**src/rtl/mem_access_unit.sv**
```systemverilog
// Load/store stage: one op at a time, aligned 32-bit data-memory requests, sized/extended writeback.
// Latency: 1 cycle for pass-through and fault ops, longer for stores and loads; request held until mem_gnt, result held until out_ready.
module mem_access_unit (
  input  logic        clk,
  input  logic        reset,
  input  logic        in_valid,
  output logic        in_ready,
  input  logic        is_load,
  input  logic        is_store,
  input  logic [2:0]  funcMem,
  input  logic [31:0] addr,
  input  logic [31:0] store_data,
  input  logic [4:0]  rd,
  input  logic        reg_write_in,
  output logic        mem_req,
  output logic        mem_we,
  output logic [31:0] mem_addr,
  output logic [31:0] mem_wdata,
  output logic [3:0]  mem_be,
  input  logic        mem_gnt,
  input  logic        mem_rvalid,
  input  logic [31:0] mem_rdata,
  output logic        out_valid,
  input  logic        out_ready,
  output logic [4:0]  wb_rd,
  output logic [31:0] wb_data,
  output logic        wb_we,
  output logic        fault
);

  typedef enum logic [1:0] {IDLE, REQ, WAIT, DONE} state_t;

  typedef struct packed {
    logic        is_store;
    logic [2:0]  func;
    logic [31:0] addr;
    logic [31:0] sdata;
    logic [4:0]  rd;
    logic        wr_en;
  } op_t;

  state_t      state, state_nxt;
  op_t         op_q, op_d;
  logic [31:0] wb_data_q;
  logic        wb_we_q;
  logic        fault_q;

  logic        accept;
  logic        mem_op;
  logic        bad_func;
  logic        misalign;
  logic        acc_fault;
  logic [31:0] lane;
  logic [31:0] load_val;

  assign accept    = (state == IDLE) && in_valid;
  assign mem_op    = is_load | is_store;
  assign acc_fault = mem_op && (bad_func || misalign);

  // Unsigned variants exist only for loads; codes 011 and 11x are never legal.
  always_comb begin
    bad_func = 1'b0;
    misalign = 1'b0;
    case (funcMem)
      3'b000:  misalign = 1'b0;
      3'b001:  misalign = addr[0];
      3'b010:  misalign = |addr[1:0];
      3'b100:  bad_func = is_store;
      3'b101:  begin
        bad_func = is_store;
        misalign = addr[0];
      end
      default: bad_func = 1'b1;
    endcase
  end

  always_comb begin
    op_d.is_store = is_store;
    op_d.func     = funcMem;
    op_d.addr     = addr;
    op_d.sdata    = store_data;
    op_d.rd       = rd;
    op_d.wr_en    = reg_write_in && (rd != 5'd0);
  end

  // Halfword loads are aligned, so a byte-granular shift selects either lane size.
  assign lane = mem_rdata >> {op_q.addr[1:0], 3'b000};

  always_comb begin
    case (op_q.func)
      3'b000:  load_val = {{24{lane[7]}}, lane[7:0]};
      3'b001:  load_val = {{16{lane[15]}}, lane[15:0]};
      3'b100:  load_val = {24'h0, lane[7:0]};
      3'b101:  load_val = {16'h0, lane[15:0]};
      default: load_val = lane;
    endcase
  end

  always_ff @(posedge clk or posedge reset) begin
    if (reset) state <= IDLE;
    else       state <= state_nxt;
  end

  always_comb begin
    state_nxt = state;
    case (state)
      IDLE: if (in_valid) state_nxt = (!mem_op || acc_fault) ? DONE : REQ;
      REQ:  if (mem_gnt) state_nxt = op_q.is_store ? DONE : WAIT;
      WAIT: if (mem_rvalid) state_nxt = DONE;
      DONE: if (out_ready) state_nxt = IDLE;
      default: state_nxt = IDLE;
    endcase
  end

  always_ff @(posedge clk or posedge reset) begin
    if (reset) begin
      op_q      <= '0;
      wb_data_q <= 32'h0;
      wb_we_q   <= 1'b0;
      fault_q   <= 1'b0;
    end else if (accept) begin
      op_q      <= op_d;
      wb_data_q <= mem_op ? 32'h0 : addr;
      wb_we_q   <= !mem_op && op_d.wr_en;
      fault_q   <= acc_fault;
    end else if (state == WAIT && mem_rvalid) begin
      wb_data_q <= load_val;
      wb_we_q   <= op_q.wr_en;
    end
  end

  always_comb begin
    in_ready  = (state == IDLE);
    mem_req   = (state == REQ);
    mem_we    = 1'b0;
    mem_addr  = 32'h0;
    mem_wdata = 32'h0;
    mem_be    = 4'b0000;
    if (state == REQ) begin
      mem_addr = {op_q.addr[31:2], 2'b00};
      mem_we   = op_q.is_store;
      if (op_q.is_store) begin
        case (op_q.func[1:0])
          2'b00: begin
            mem_be    = 4'b0001 << op_q.addr[1:0];
            mem_wdata = {4{op_q.sdata[7:0]}};
          end
          2'b01: begin
            mem_be    = 4'b0011 << op_q.addr[1:0];
            mem_wdata = {2{op_q.sdata[15:0]}};
          end
          default: begin
            mem_be    = 4'b1111;
            mem_wdata = op_q.sdata;
          end
        endcase
      end else begin
        mem_be = 4'b1111;
      end
    end
    out_valid = (state == DONE);
    wb_rd     = out_valid ? op_q.rd   : 5'd0;
    wb_data   = out_valid ? wb_data_q : 32'h0;
    wb_we     = out_valid && wb_we_q;
    fault     = out_valid && fault_q;
  end

endmodule

```
**config.mk**
```make
export PLATFORM = sky130hd
export DESIGN_NAME = mem_access_unit
export DESIGN_NICKNAME = d
export VERILOG_FILES = /design/src/rtl/mem_access_unit.sv
export SDC_FILE = /design/constraint.sdc
export NUM_CORES = 1
export LEC_CHECK = 0
export ABC_CLOCK_PERIOD_IN_PS = 9200
export CAP_MARGIN = 5
export CORE_ASPECT_RATIO = 0.6
export CORE_UTILIZATION = 48
export CTS_CLUSTER_DIAMETER = 50
export DETAILED_ROUTE_END_ITERATION = 8
export HOLD_SLACK_MARGIN = 0.05
export PLACE_DENSITY = 0.85
export SKIP_CTS_REPAIR_TIMING = 1
export SYNTH_ARGS = -nofsm -noshare
export SYNTH_HDL_FRONTEND = slang
export SYNTH_SLANG_ARGS = --single-unit
```
**constraint.sdc**
```tcl
create_clock -name clk -period 9.2 [get_ports clk]
set_input_delay 1.38 -clock clk [delete_from_list [all_inputs] [get_ports clk]]
set_output_delay 1.38 -clock clk [all_outputs]
set_load 0.03 [all_outputs]
```
Word-level counts from Yosys, hierarchy flattened
Index checks and enable logic that the tools add are counted.
{"block": "totals", "output_inout_bits": 111, "regBits": 110, "elab_cells": 75}
{"block": "classes", "n_reduce_logical": 21, "mux": 25, "n_shift": 3, "bitwise_logic": 1, "eq_ne": 15}
{"op": "32-bit two-way mux", "n": 7}
{"op": "32-bit one-hot mux with 4 select lines", "n": 1}
{"op": "32-bit one-hot mux with 2 select lines", "n": 1}
{"op": "32-bit by 5-bit >> shifter with 32-bit output", "n": 1}
{"op": "3-bit == test (second input constant)", "n": 4}
{"op": "2-bit two-way mux", "n": 5}
{"op": "4-bit two-way mux", "n": 2}
{"op": "2-bit one-hot mux with 4 select lines", "n": 1}
{"op": "4-bit one-hot mux with 2 select lines", "n": 1}
{"op": "1-bit logical AND", "n": 7}
{"op": "3-bit by 1-bit == test with 1-bit output (second input constant)", "n": 2}
{"op": "3-bit zero test", "n": 2}
{"op": "2-bit OR reduction", "n": 3}
{"op": "5-bit two-way mux", "n": 1}
{"op": "5-bit nonzero test", "n": 1}
{"op": "2-bit by 1-bit == test with 1-bit output (second input constant)", "n": 2}
{"op": "2-bit == test (second input constant)", "n": 2}
{"op": "2-bit zero test", "n": 2}
{"op": "1-bit two-way mux", "n": 4}
{"op": "2-bit by 1-bit != test with 1-bit output (second input constant)", "n": 2}
{"op": "2-bit != test (second input constant)", "n": 2}
{"op": "1-bit one-hot mux with 2 select lines", "n": 2}
{"op": "4-bit AND reduction", "n": 1}
{"op": "1-bit by 2-bit << shifter with 4-bit output (first input constant)", "n": 1}
{"op": "7 further kinds", "n": 8}

Depth between registers and ports, before layout
{"block": "logic_depth", "ltp_word": 9, "ltp_mapped": 7, "depth_no_buf": 6}

Worst setup path after synthesis
No wires, ideal clock.
{"block": "synth_timing", "kind": "register to output", "from": "register state[1]", "to": "output mem_be[3]", "setup_slack_ns": 5.906, "t_arrival_ns": 1.914, "n_path_buf": 1, "path_stages_with_launch": 5, "path_cell_list": "dfrtp_1 inv_1 ha_1 clkbuf_1 a21boi_0"}
{"block": "synth_between", "elab_chain_len": 2}
{"element": "from (decl)", "line": "42", "text": "state_t state, state_nxt;"}
{"element": "from (signal assigned)", "line": "101", "text": "else state <= state_nxt;"}
{"element": "2-bit by 1-bit == test with 1-bit output"}
{"element": "via mem_req", "line": "15", "text": "output logic mem_req,"}
{"element": "4-bit two-way mux", "line": "139", "text": "if (state == REQ) begin"}
{"element": "to (decl)", "line": "19", "text": "output logic [3:0] mem_be,"}
The timed path passes the listed nets, and every way through them passes these cells.

Final worst setup path
{"block": "layout_timing", "from": "register op_q[71] (netlist name)", "to": "output mem_wdata[11]"}
{"block": "layout_between", "elab_chain_len": 4, "elab_cells_between_ends": 5, "cone_classes": "1 x eq/ne; 3 x mux; 1 x reduce/logical"}
{"element": "from (decl)", "line": "43", "text": "op_t op_q, op_d;"}
{"element": "from (signal assigned)", "line": "122", "text": "op_q <= op_d;"}
{"element": "2-bit by 1-bit == test with 1-bit output / 2-bit zero test (equally long branches)", "line": "143", "text": "case (op_q.func[1:0])"}
{"element": "32-bit one-hot mux with 2 select lines *", "line": "143"}
{"element": "32-bit two-way mux *", "line": "142", "text": "if (op_q.is_store) begin"}
{"element": "32-bit two-way mux *", "line": "139"}
{"element": "to (decl)", "line": "18", "text": "output logic [31:0] mem_wdata,"}
Every way passes the cells marked *; elsewhere a longest branch is shown, timed or not.

==> summary.txt <==
Global route
  • Overall fraction of global-route tracks in use: 29.1%
  • Global-route wire length before repair: 29,000 um
  • Total congestion overflow after global routing: 0
  • Number of antenna violations at the first check in global routing: 1
  • Largest net degree at the start of global routing: 61
  • Via count of the first global-routing pass: 5,281

Clocking
  • CTS H-tree lvls: 3
  • Total clock sinks: 110
  • TritonCTS clock tree: done
  • Number of clock buffers inserted by TritonCTS: 9
  • Largest buffer count on any clock path: 2
  • Clk Latency, worst-skew pair: 350 ps
  • Clock transition at the registers of the reported paths: 80 ps
  • Clock tree root buffer cell: sky130_fd_sc_hd__clkbuf_16

Synthesis
  • Area share of fa/ha/maj cells after synthesis: 0.819%
  • Proportion of register bits with asynchronous set or reset after synthesis: 100%
  • Synthesized-area fraction occupied by ao, oa, aoi and oai cells: 15.5%
  • Multiplexer share of the synthesized area: 18.7%
  • Synth Cell Area: 6110 um^2
  • Synthesized instance count: 615
  • Combinational family with the most area after synthesis: multiplexers
  • Number of library cell types mapped by synthesis: 40
  • Post-Synth Simple-Gate Area: 15.8%
  • Post-Syn Area per Cell: 9.94 um^2
  • Xor-xnor portion of the synthesized cell area: 0%
  • Primary FF master, synth: sky130_fd_sc_hd__dfrtp_1
  • Fraction of the yosys area taken by sequential cells: 45.0%
  • Post-synth EDFFs: 0
  • Warnings, synthesis: 0
  • Number of flip-flops and latches in the synthesized netlist: 110

Pwr
  • Power share of the sequential group: 31.7%
  • Part of the power in combinational logic: 55.3%
  • Clock share of power: 12.9%
  • Switching share of power: 43.8%
  • Power per cell area: 337 nW/um^2
  • Net switching component of the power: 1.28 mW
  • Peak supply drop: 0.000173 V
  • Leakage power summed over all cells: 3.53 nW
  • Internal: 1.64 mW

Drt
  • Detailed Routing Iterations Pass 1: 5
  • Routed via count: 5,565
  • Routed wire length: 19,100 um
  • Via density per instance: 5.70
  • DRC: 0
  • Antenna-violating nets left: 0
  • Number of design-rule violations left by the first detailed-router iteration: 325
  • Wirelength per Cell: 19.6 um

Worst hold path
  • Hold depth: 1
  • WHS Endpoint: op_q[0]
  • Hold wc startpoint: op_q[0]
  • Class of the worst hold path: reg -> reg

Worst setup path
  • Largest stage delay, worst path: 1040 ps
  • Endpoint of the worst-slack reg-to-reg timing path: wb_data_q[19]
  • Endpoint arrival time on the critical path: 3200 ps
  • Type of element capturing the critical path: output port
  • Worst-path maximum fanout: 30
  • Crit start category: register
  • Setup slack on the worst flop-to-flop path: 6700 ps
  • Number of cells on the worst reg-to-reg path: 7
  • Startpoint of the worst register-to-register path: state[0]
  • Series of cell instances along the critical path: nor2_1 > nand2_1 > a21oi_1 > clkdlybuf4s50_1
  • Start-to-end type of the worst setup path: reg -> out
  • Crit-path slowest cell: sky130_fd_sc_hd__nor2_1
  • Critical Path RT: 7820 ps

Placed design
  • Gp weighted congestion: 0.887
  • Cell total after placement: 960
  • Detailed Place HPWL: 14,100 um
  • Total of buffers placed on input and output ports: 221

STA
  • Max-slew violation count: 0
  • Slew margin rel.: 19.5%
  • Final Hold Viols: 0
  • RSZ-0062 raised after global routing: false
  • Fin Setup TNS: 0 ps
  • Final clock skew: 6.09 ps
  • Setup violation total in the final timing report: 0
  • Final period util: 49.8%
  • Clock period minus final worst setup slack: 4580 ps
  • Slew at the pin closest to its max-slew limit: 1210 ps
  • Max frequency: 0.218 GHz

Die
  • Die X-Extent: 148 um
  • Area inside the core boundary: 12,200 um^2
  • Starting density of the core: 50.0%
  • Floorplan die height: 89.4 um
  • Number of rows created at floorplan: 31
  • Count of pins on the block boundary: 224
  • Area of the die: 13,200 um^2

Cells and area
  • Area overhead of the layout relative to synthesis: 41.7%
  • Number of diodes: 0
  • Layout cell share with drive strength beyond 1: 12.7%
  • Final net count: 923
  • Final non-filler cell total: 976

Run status
  • Status: completed

Flow run
  • Reported max-cap violation count: 0
-- registers in the layout, summed over array words and instances, names as in the netlist --
| signal | count |
|---|---|
| fault_q | 1 |
| op_q | 74 |
| state | 2 |
| wb_data_q | 32 |
| wb_we_q | 1 |
-- power groups by stage --
stage | registers, mW | logic, mW | clock network [mW]
global placement | 0.913 | 1.56 | 0
CTS | 0.920 | 1.62 | 0.382
finish | 0.926 | 1.62 | 0.378
detailed placement | 0.927 | 1.61 | 0
floorplan | 0.831 | 1.14 | 0
global route | 0.956 | 1.74 | 0.402
-- worst max-delay path, delay by kind of cell (launching register included) --
family / cells / cell delay [ps]
AND/OR/NAND/NOR: 2 / 1160
flip-flops: 1 / 780
buffers and inverters: 1 / 710
AO/OA/AOI/OAI: 1 / 200
-- worst max path at each step --
stage,start,to
2_1_floorplan,reset,fault_q
3_3_place_gp,op_q[71],mem_wdata[9]
3_5_place_dp,op_q[71],mem_wdata[11]
4_1_cts,op_q[71],mem_wdata[11]
5_1_grt,op_q[71],mem_wdata[15]
6_report,op_q[71],mem_wdata[11]
-- layer usage --
layer / wire length, um / share of wire, % / global-route usage (%)
met3: 1730 / 9.1 / 7.91
met5: 14 / 0.073 / 0
met1: 8560 / 45 / 40.8
met2: 8460 / 44 / 45.4
met4: 313 / 1.6 / 6.28
-- cells by family (layout without fill, tap and decap cells) --
logic type,Yosys count,in the layout
other,1,2
AND/OR/NAND/NOR,189,189
multiplexers,104,104
AO/OA/AOI/OAI,150,150
adder cells (fa/ha/maj),4,4
flip-flops,110,110
buffers and inverters,57,252
-- metrics by stage --
step                hold WS, ps  power (mW)  util (%)  worst slack (ps)  cell area (um^2)
floorplan                   441        1.98         -              4920              6120
global placement            453        2.47      68.6              5150              8380
detailed placement          476        2.54      68.6              5030              8380
CTS                         493        2.92      70.9              4660              8660
global route                510        3.10      70.9              4370              8660
finish                      488        2.92      70.9              4620              8660
-- cell usage in the layout (no fill, tap or decap), drive strengths merged, types with 2 or more instances in the layout --
master,n
nor2b,10
clkdlybuf4s50,221
and2,72
dfrtp,110
and3,8
o31ai,3
nand2,24
a22oi,16
mux2,71
clkbuf,9
mux2i,32
buf,7
inv,11
a211o,7
a21oi,68
clkinv,2
or2,2
nand2b,4
ha,4
o21ai,16
conb,2
nor2,64
or3,2
a211oi,30
clkinvlp,2
a21o,2
-- Yosys cell counts (5+ instances only) --
cell type                    n  share of area, %
sky130_fd_sc_hd__a22oi_1    16               2.0
sky130_fd_sc_hd__nand2_1    24               1.5
sky130_fd_sc_hd__inv_1       8              0.49
sky130_fd_sc_hd__mux2_2     71                13
sky130_fd_sc_hd__nor2_1     63               3.9
sky130_fd_sc_hd__and2_1     72               7.4
sky130_fd_sc_hd__a211oi_1   30               3.7
sky130_fd_sc_hd__a21oi_1    68               5.6
sky130_fd_sc_hd__mux2i_1    32               5.2
sky130_fd_sc_hd__clkbuf_1   27               1.7
sky130_fd_sc_hd__buf_1       5              0.31
sky130_fd_sc_hd__and3_1      8              0.82
sky130_fd_sc_hd__a211o_1     7               1.0
sky130_fd_sc_hd__o21ai_0    16               1.3
sky130_fd_sc_hd__nor2b_1    10               1.0
sky130_fd_sc_hd__buf_2      13               1.1
sky130_fd_sc_hd__dfrtp_1   110                45
-- layout make-up --
cell class	instances	area, um^2
sequential	110	2750
clock inverter	7	57.6
tap	165	206
timing repair buffer	228	2260
fill	935	3560
inverter	8	32.5
clock buffer	9	225
multi-input combinational	449	3120
No activity file was read; power rests on OpenSTA's default activity.
